`config.mk`:
```
export PLATFORM = sky130hd
export DESIGN_NAME = hazard_scoreboard
export DESIGN_NICKNAME = d
export VERILOG_FILES = /design/src/rtl/hazard_scoreboard_pkg.sv /design/src/rtl/hazard_timer.sv /design/src/rtl/hazard_scoreboard.sv
export SDC_FILE = /design/constraint.sdc
export NUM_CORES = 1
export LEC_CHECK = 0
export CAP_MARGIN = 30
export CORE_UTILIZATION = 65
export DETAILED_ROUTE_END_ITERATION = 8
export PLACE_DENSITY = 0.86
export SLEW_MARGIN = 5
export SYNTH_ARGS = -nofsm -noshare
export SYNTH_HDL_FRONTEND = slang
export SYNTH_HIERARCHICAL = 1
export SYNTH_SLANG_ARGS = --single-unit
```
`constraint.sdc`:
```
create_clock -name clk -period 6.47 [get_ports clk]
set_clock_uncertainty 0.15 [all_clocks]
set_input_delay 0.9705 -clock clk [delete_from_list [all_inputs] [get_ports clk]]
set_output_delay 0.9705 -clock clk [all_outputs]
set_load 0.02 [all_outputs]
```
`src/rtl/hazard_scoreboard_pkg.sv`:
```
`default_nettype none
// ============================================================================
// Module      : hazard_scoreboard_pkg
// Description : Shared types, default latencies and lock-FSM encodings for
//               the decode/execute hazard scoreboard.
// Revision    : 1.0 - initial release
// ============================================================================
package hazard_scoreboard_pkg;

    // Default producer latencies: ALU results are forwardable next cycle,
    // load results one cycle later.
    localparam int c_ALU_LAT  = 1;
    localparam int c_LOAD_LAT = 2;
    localparam int c_TW       = 3;

    typedef logic [c_TW-1:0] hazard_lat_t;

    // Lock FSM encoding
    localparam logic [0:0] c_ST_IDLE   = 1'b0;
    localparam logic [0:0] c_ST_LOCKED = 1'b1;

    // Number of cycles a freshly written register must be held off
    // (a latency of L means the dependent may issue L cycles later).
    function automatic int lat_hold(input logic is_load, input int alu_lat,
                                    input int load_lat);
        return is_load ? (load_lat - 1) : (alu_lat - 1);
    endfunction

endpackage
`default_nettype wire

```
`src/rtl/hazard_timer.sv`:
```
`default_nettype none
// ============================================================================
// Module      : hazard_timer
// Description : Countdown timer for one architectural register. Counts down
//               to zero each cycle; a set request loads the larger of the
//               decremented value and the requested hold.
// Revision    : 1.0 - initial release
// ============================================================================
module hazard_timer
    import hazard_scoreboard_pkg::*;
#(
    parameter int TW = c_TW
) (
    input  logic          clk,
    input  logic          rst,
    input  logic          i_set,
    input  logic [TW-1:0] i_hold,
    output logic [TW-1:0] o_timer,
    output logic          o_busy
);

    logic [TW-1:0] r_timer;
    logic [TW-1:0] w_dec;
    logic [TW-1:0] w_next;

    // Decrement toward zero, then let a new producer extend the hold if longer
    always_comb begin
        w_dec  = (r_timer != '0) ? (r_timer - TW'(1)) : '0;
        w_next = w_dec;
        if (i_set && (i_hold > w_dec)) begin
            w_next = i_hold;
        end
    end

    // Timer register
    always_ff @(posedge clk) begin
        if (rst) begin
            r_timer <= '0;
        end else begin
            r_timer <= w_next;
        end
    end

    assign o_timer = r_timer;
    assign o_busy  = (r_timer != '0);

endmodule
`default_nettype wire

```
`src/rtl/hazard_scoreboard.sv`:
```
`default_nettype none
// ============================================================================
// Module      : hazard_scoreboard
// Description : Per-register countdown scoreboard deciding whether the decode
//               instruction may issue. Tracks variable producer latency, a
//               single outstanding control-flow lock and saturating stall
//               counters.
// Revision    : 1.0 - initial release
// ============================================================================
module hazard_scoreboard
    import hazard_scoreboard_pkg::*;
#(
    parameter int NREGS    = 32,
    parameter int ALU_LAT  = c_ALU_LAT,
    parameter int LOAD_LAT = c_LOAD_LAT,
    parameter int TW       = c_TW,
    parameter int PERF_W   = 32,
    parameter int AW       = $clog2(NREGS)
) (
    input  logic              clk,
    input  logic              reset,
    input  logic              issue_valid,
    input  logic [AW-1:0]     issue_rs1,
    input  logic              issue_rs1_en,
    input  logic [AW-1:0]     issue_rs2,
    input  logic              issue_rs2_en,
    input  logic [AW-1:0]     issue_rd,
    input  logic              issue_wen,
    input  logic              issue_load,
    input  logic              issue_ctrl,
    input  logic              resolve_valid,
    input  logic              flush,
    output logic              stall,
    output logic              issue_fire,
    output logic              stall_data,
    output logic              stall_ctrl,
    output logic              lock,
    output logic              busy,
    output logic [PERF_W-1:0] data_stall_cnt,
    output logic [PERF_W-1:0] ctrl_stall_cnt
);

    localparam logic [TW-1:0] c_ALU_HOLD  = TW'(lat_hold(1'b0, ALU_LAT, LOAD_LAT));
    localparam logic [TW-1:0] c_LOAD_HOLD = TW'(lat_hold(1'b1, ALU_LAT, LOAD_LAT));

    logic [NREGS-1:0][TW-1:0] w_timer;
    logic [NREGS-1:0]         w_tbusy;
    logic                     w_set_en;
    logic [TW-1:0]            w_hold;
    logic                     w_hz1;
    logic                     w_hz2;
    logic [0:0]               r_state;
    logic [0:0]               w_state_next;
    logic [PERF_W-1:0]        r_data_cnt;
    logic [PERF_W-1:0]        r_ctrl_cnt;

    // x0 is hardwired and never tracked
    assign w_timer[0] = '0;
    assign w_tbusy[0] = 1'b0;

    assign w_set_en = issue_fire && issue_wen && (issue_rd != '0);
    assign w_hold   = issue_load ? c_LOAD_HOLD : c_ALU_HOLD;

    generate
        for (genvar gi = 1; gi < NREGS; gi++) begin : g_timer
            hazard_timer #(
                .TW (TW)
            ) u_timer (
                .clk     (clk),
                .rst     (reset),
                .i_set   (w_set_en && (issue_rd == AW'(gi))),
                .i_hold  (w_hold),
                .o_timer (w_timer[gi]),
                .o_busy  (w_tbusy[gi])
            );
        end
    endgenerate

    // Operand hazards: a read source whose producer is not yet forwardable
    assign w_hz1 = issue_rs1_en && (issue_rs1 != '0) && (w_timer[issue_rs1] != '0);
    assign w_hz2 = issue_rs2_en && (issue_rs2 != '0) && (w_timer[issue_rs2] != '0);

    assign stall_data = issue_valid && (w_hz1 || w_hz2);
    assign stall_ctrl = issue_valid && (lock || flush);
    assign stall      = stall_data || stall_ctrl;
    assign issue_fire = issue_valid && !stall;

    // Lock state register
    always_ff @(posedge clk) begin
        if (reset) begin
            r_state <= c_ST_IDLE;
        end else begin
            r_state <= w_state_next;
        end
    end

    // Lock next-state: a fired control instruction locks until resolved or flushed
    always_comb begin
        w_state_next = r_state;
        case (r_state)
            c_ST_IDLE: begin
                if (issue_fire && issue_ctrl) begin
                    w_state_next = c_ST_LOCKED;
                end
            end
            c_ST_LOCKED: begin
                if (resolve_valid || flush) begin
                    w_state_next = c_ST_IDLE;
                end
            end
            default: begin
                w_state_next = c_ST_IDLE;
            end
        endcase
    end

    assign lock = (r_state == c_ST_LOCKED);
    assign busy = |w_tbusy;

    // Saturating stall-cycle counters
    always_ff @(posedge clk) begin
        if (reset) begin
            r_data_cnt <= '0;
            r_ctrl_cnt <= '0;
        end else begin
            if (stall_data && (r_data_cnt != '1)) begin
                r_data_cnt <= r_data_cnt + PERF_W'(1);
            end
            if (stall_ctrl && (r_ctrl_cnt != '1)) begin
                r_ctrl_cnt <= r_ctrl_cnt + PERF_W'(1);
            end
        end
    end

    assign data_stall_cnt = r_data_cnt;
    assign ctrl_stall_cnt = r_ctrl_cnt;

endmodule
`default_nettype wire

```
* Word-level counts from Yosys, hierarchy flattened *
Cells that the tools add are included.

storage, ports and cells
  register bits after elaboration = 158
  input port bits = 25

cells by class
  add/subtract/negate cells = 33
  magnitude comparators = 33
  equal/unequal tests = 33
  muxes and demuxes = 70
  bitwise gates (word level) = 1
  reductions and logical operators = 116

operator list
  operator                                                     count
  2-to-1 mux 3 bit                                             64
  nonzero test 3 bit                                           33
  greater-than comparator 1 x 3 -> 1 bit                       31
  subtractor 3 x 1 -> 3 bit (second input constant)            31
  equality test 5 bit (second input constant)                  16
  logical AND 1 bit                                            74
  adder 32 x 1 -> 32 bit (second input constant)               2
  != test 32 bit (second input constant)                       2
  equality test 5 x 4 -> 1 bit (second input constant)         8
  OR reduction 31 bit                                          1
  binary-select mux 3 bit (select 5 bit)                       2
  equality test 5 x 3 -> 1 bit (second input constant)         4
  nonzero test 5 bit                                           3
  less-than comparator 5 x 6 -> 1 bit (second input constant)  2
  equality test 5 x 2 -> 1 bit (second input constant)         2
  equality test 5 x 1 -> 1 bit (second input constant)         1
  logical OR 1 bit                                             4
  2-to-1 mux 1 bit                                             3
  case mux 1 bit (2 select lines)                              1
  logical NOT 1 bit                                            1
  NOT 1 bit                                                    1

* Depth between registers and ports, before layout *
  depth in word-level cells = 14
  depth in mapped cells = 14

* By module *
Netlist, hierarchy kept.

modules (own cells, without submodules)
  module             times used  cells each  area an instance (µm²)  seq. area each (µm²)
  hazard_timer       31          31          259.0                   60.1
  hazard_scoreboard  1           586         4574.4                  1301.2

* Worst setup path after synthesis *
Ideal clock, no wire load.

  path kind = input to output
  from = input port issue_rs2[2]
  to = output port issue_fire
  arrival = 3218 ps
  required time = 5349 ps
  path slack = 2131 ps
  stages on the path = 9
  cells stage by stage = clkbuf_1 -> mux4_1 -> mux2_2 -> a311o_1 -> o211a_1 -> a211oi_2 -> buf_6 -> buf_6 -> and3_1

between the ends
  longest elaborated chain between the ends = 9
  elaborated cells between the ends (all ways) = 11
  those cells by class = mux: 2; reduce/logical: 9

RTL lines
  what                                    line                     text
  start, declared                         hazard_scoreboard.sv:25  input logic [AW-1:0] issue_rs2,
  binary-select mux 3 bit (select 5 bit)  hazard_scoreboard.sv:81  assign w_hz2 = issue_rs2_en && (issue_rs2 != '0) && (w_timer[issue_rs2] != '0);
  2-to-1 mux 3 bit (not written as such)  hazard_scoreboard.sv:81
  nonzero test 3 bit                      hazard_scoreboard.sv:81
  logical AND 1 bit *                     hazard_scoreboard.sv:81
  logical OR 1 bit *                      hazard_scoreboard.sv:83  assign stall_data = issue_valid && (w_hz1 || w_hz2);
  logical AND 1 bit *                     hazard_scoreboard.sv:83
  logical OR 1 bit *                      hazard_scoreboard.sv:85  assign stall = stall_data || stall_ctrl;
  logical NOT 1 bit *                     hazard_scoreboard.sv:86  assign issue_fire = issue_valid && !stall;
  logical AND 1 bit *                     hazard_scoreboard.sv:86
  end, declared                           hazard_scoreboard.sv:34  output logic issue_fire,

Mark *: on every way between the ends. The rest lies on a longest branch, timed or not. The select of a mux whose other input is x is not followed.

* Worst setup path in the final report *
  from = input port issue_rs1[1]
  to = output port stall_data

between the ends
  longest elaborated chain between the ends = 6
  elaborated cells between the ends (all ways) = 8
  those cells by class = mux: 2; reduce/logical: 6

RTL lines
  what                                    line                     text
  start, declared                         hazard_scoreboard.sv:23  input logic [AW-1:0] issue_rs1,
  binary-select mux 3 bit (select 5 bit)  hazard_scoreboard.sv:80  assign w_hz1 = issue_rs1_en && (issue_rs1 != '0) && (w_timer[issue_rs1] != '0);
  2-to-1 mux 3 bit (not written as such)  hazard_scoreboard.sv:80
  nonzero test 3 bit                      hazard_scoreboard.sv:80
  logical AND 1 bit *                     hazard_scoreboard.sv:80
  logical OR 1 bit *                      hazard_scoreboard.sv:83
  logical AND 1 bit *                     hazard_scoreboard.sv:83
  end, declared                           hazard_scoreboard.sv:35  output logic stall_data,

Marked as above.

==> impl_metrics.toml <==
[status]
run_status = "complete, no violations"

[critical_path]
r2r_start = "g_timer[18].u_timer/o_timer[2]$_SDFF_PP0_"
path_max_fanout = 18
r2r_cells = 11
startpoint_type = "input port"
rrSetupSlack_ns = 1.93
worstReg2RegEnd = "g_timer[18].u_timer/o_timer[0]$_SDFF_PP0_"
critPathKind = "input port to output pin"
cp.arrival_ns = 4.54
crit_required_ns = 5.35
critical_path.endpoint_type = "output pin"

[pwr]
p_switching_uw = 698
combPwrFrac_pct = 13.3
internal_power_mw = 1.62
clock_power_share_pct = 44.4
leakagePower_nw = 6.17
power_density_nw_per_um2 = 156
ir_drop_v = 0.000173
p_sw_share_pct = 30.1
seqPwrFrac_pct = 42.2

[logic_synthesis]
synth_seq_cells = 158
synth_top_area_cell = "dfxtp_1"
synth_common_cells = "199 x inv_1, 158 x dfxtp_1, 157 x ha_1, 136 x a21oi_1, 131 x nor2_1"
netlist_instances = 1547
synth_top_cells_by_area = "dfxtp_1 25%, ha_1 16%, inv_1 5.9%, a21oi_1 5.4%, o31ai_4 5.2%"
avgSynthCellArea_um2 = 8.15
ys_warn_count = 6
ys_seq_area_share_pct = 25.1
synth_top_area_share_pct = 25.1
yosysMostFrequentCell = "inv_1"
synth_cell_type_count = 65
synth_edf_count = 0
synth_flop_cell = "dfxtp_1"
postSynth.asyncResetShare_pct = 0
syn_area_um2 = 12600

[timing]
hold_violations = 0
fmax_ghz = 0.177
worst_slew_pin_slew_ns = 0.970
drv_slew = 0
fin_crit_ns = 5.66
tns_ns = 0
slew_headroom_pct = 35.3
fin_crit_sh_pct = 87.5
rsz0062_at_grt = "no"
setup_violations = 0

[hold_path]
hp-class = "flip-flop to flip-flop"
min_to = "lock$_SDFF_PP0_"
hold_depth = 2
hold_start = "lock$_SDFF_PP0_"

[global_route]
grt_use_total_pct = 33.0
grt_start_max_net_pins = 90
grt_pass1_vias = 11140
grt_antenna_before_repair = 0
grt_pass1_wl_mm = 53.3
grt-ovfl-total = 0

[detailed_routing]
wl_mm = 32.1
wire_per_inst_um = 15.8
drc = 0
drt-initial-drc-count = 848
drtPass1Iterations = 5
via_per_inst = 5.81
final_antenna_net_count = 0
vias = 11783

[floorplan]
pin_count = 95
core_area_um2 = 18800
core.rowCount = 50
die-area_um2 = 20000
fp.dieH_um = 141
initial_core_util_pct = 66.9
die_x_um = 141

[clock_tree]
cts_tree = "yes"
cts_setup_buffers = 0
ctsRootBufferMaster = "clkbuf_16"
cts_sinks = 158
postCtsHoldBufs = 0
cts_made_buffers = 17
clk_latency_ns = 0.45
clk_pin_slew_ns = 0.07
htree_levels = 4
clock_path_buffers = 2
cts-resized-gates = 0

[final_layout]
area_delta_synth_final_pct = 17.9
num_antenna_cells = 0
fin_nets = 1938
nFillCells = 1332
layout-drive-gt1-share_pct = 7.69
utilization_pct = 78.9

[flow_run]
max_cap_viol_count = 0

[placement]
dp_hpwl_mm = 23.2
port_buffers = 94
gp_congestion = 0.905
-- critical path, cell delays in order --
cell and delay, ns:
clkdlybuf4s50_1 0.92, or4b_2 0.63, a21oi_1 0.14, or4_1 0.13, o221ai_1 0.16, a211oi_4 0.63, buf_4 0.30, nor2_1 0.06
clkdlybuf4s50_1 0.58
-- power by group through the flow --
stage	registers (mW)	logic (mW)	clock network, mW
2_1_floorplan	1.00	0.214	0
3_3_place_gp	1.00	0.290	0
3_5_place_dp	1.00	0.298	0
4_1_cts	0.980	0.301	1.04
5_1_grt	0.980	0.340	1.07
6_report	0.980	0.310	1.03
-- layout by cell type (no fill, tap or decap), types with 17 or more instances in the layout --
cell type,instances
nor4_1,26
clkbuf_16,17
or4_1,32
nor2_1,131
o21ai_0,107
clkdlybuf4s50_1,93
ha_1,157
nand2_1,31
o31ai_1,31
inv_1,199
o21a_1,31
nor3_1,97
o31ai_4,31
dfxtp_1,158
a21oi_1,136
or3_1,70
nor2b_4,31
and2_1,37
conb_1,124
nand4_1,17
nand3_1,58
-- area by class of cell --
type                            count  area [µm²]  share of cell area, %
Multi-Input combinational cell   1274        8980                   60.4
Clock buffer                       18         439                   2.95
Clock inverter                     14         170                   1.14
Timing Repair Buffer              105        1030                   6.95
Sequential cell                   158        3160                   21.3
Inverter                          200         751                   5.05
Tap cell                          260         325                   2.19
-- worst max-delay path by stage --
stage | start | end | slack [ns] | depth (start not counted)
2_1_floorplan | issue_rs2[2] | issue_fire | 2.13 | 9
4_1_cts | issue_rs2[1] | stall_data | 0.89 | 9
6_report | issue_rs1[1] | stall_data | 0.81 | 9
3_3_place_gp | issue_rs2[1] | stall_data | 0.95 | 9
5_1_grt | issue_rs1[1] | stall_data | 0.77 | 9
3_5_place_dp | issue_rs2[1] | g_timer[19].u_timer/o_timer[0]$_SDFF_PP0_ | 0.88 | 12
-- stage by stage --
stage	std cells	hold slack [ns]	worst slack (ns)	cell area [µm²]	total power, mW
finish	2029	0.341	0.808	14900	2.32
global route	2029	0.363	0.768	14900	2.39
CTS	2029	0.341	0.893	14900	2.32
detailed placement	1997	0.330	0.879	14300	1.30
global placement	1997	0.307	0.955	14300	1.29
floorplan	1670	0.391	2.13	13100	1.22
-- per-layer routing --
layer  share of wire (%)  up-vias  track usage [%]
met4                 3.3        0             14.0
met2                  48      359             56.8
met5                   0        -                0
met1                  43     5530             40.7
li1                    -     5819                -
met3                 5.6       75             5.26
-- registers in the layout, summed over array words and instances (netlist names) --
| signal | flops |
|---|---|
| ctrl_stall_cnt | 32 |
| data_stall_cnt | 32 |
| g_timer.u_timer/o_timer | 93 |
| lock | 1 |
-- cell families after synthesis --
family                     count (synthesis)  synth area share [%]
adders and majority gates                157                  15.6
other                                      1                0.0298
buffers and inverters                    238                  7.41
DFF                                      158                  25.1
muxes                                     12                  1.72
AOI/OAI and AO/OA                        372                  21.1
and+or+nand+nor                          584                  27.4
xor gates and xnor gates                  25                  1.74
Note: power is estimated with default switching activity, not from simulation.
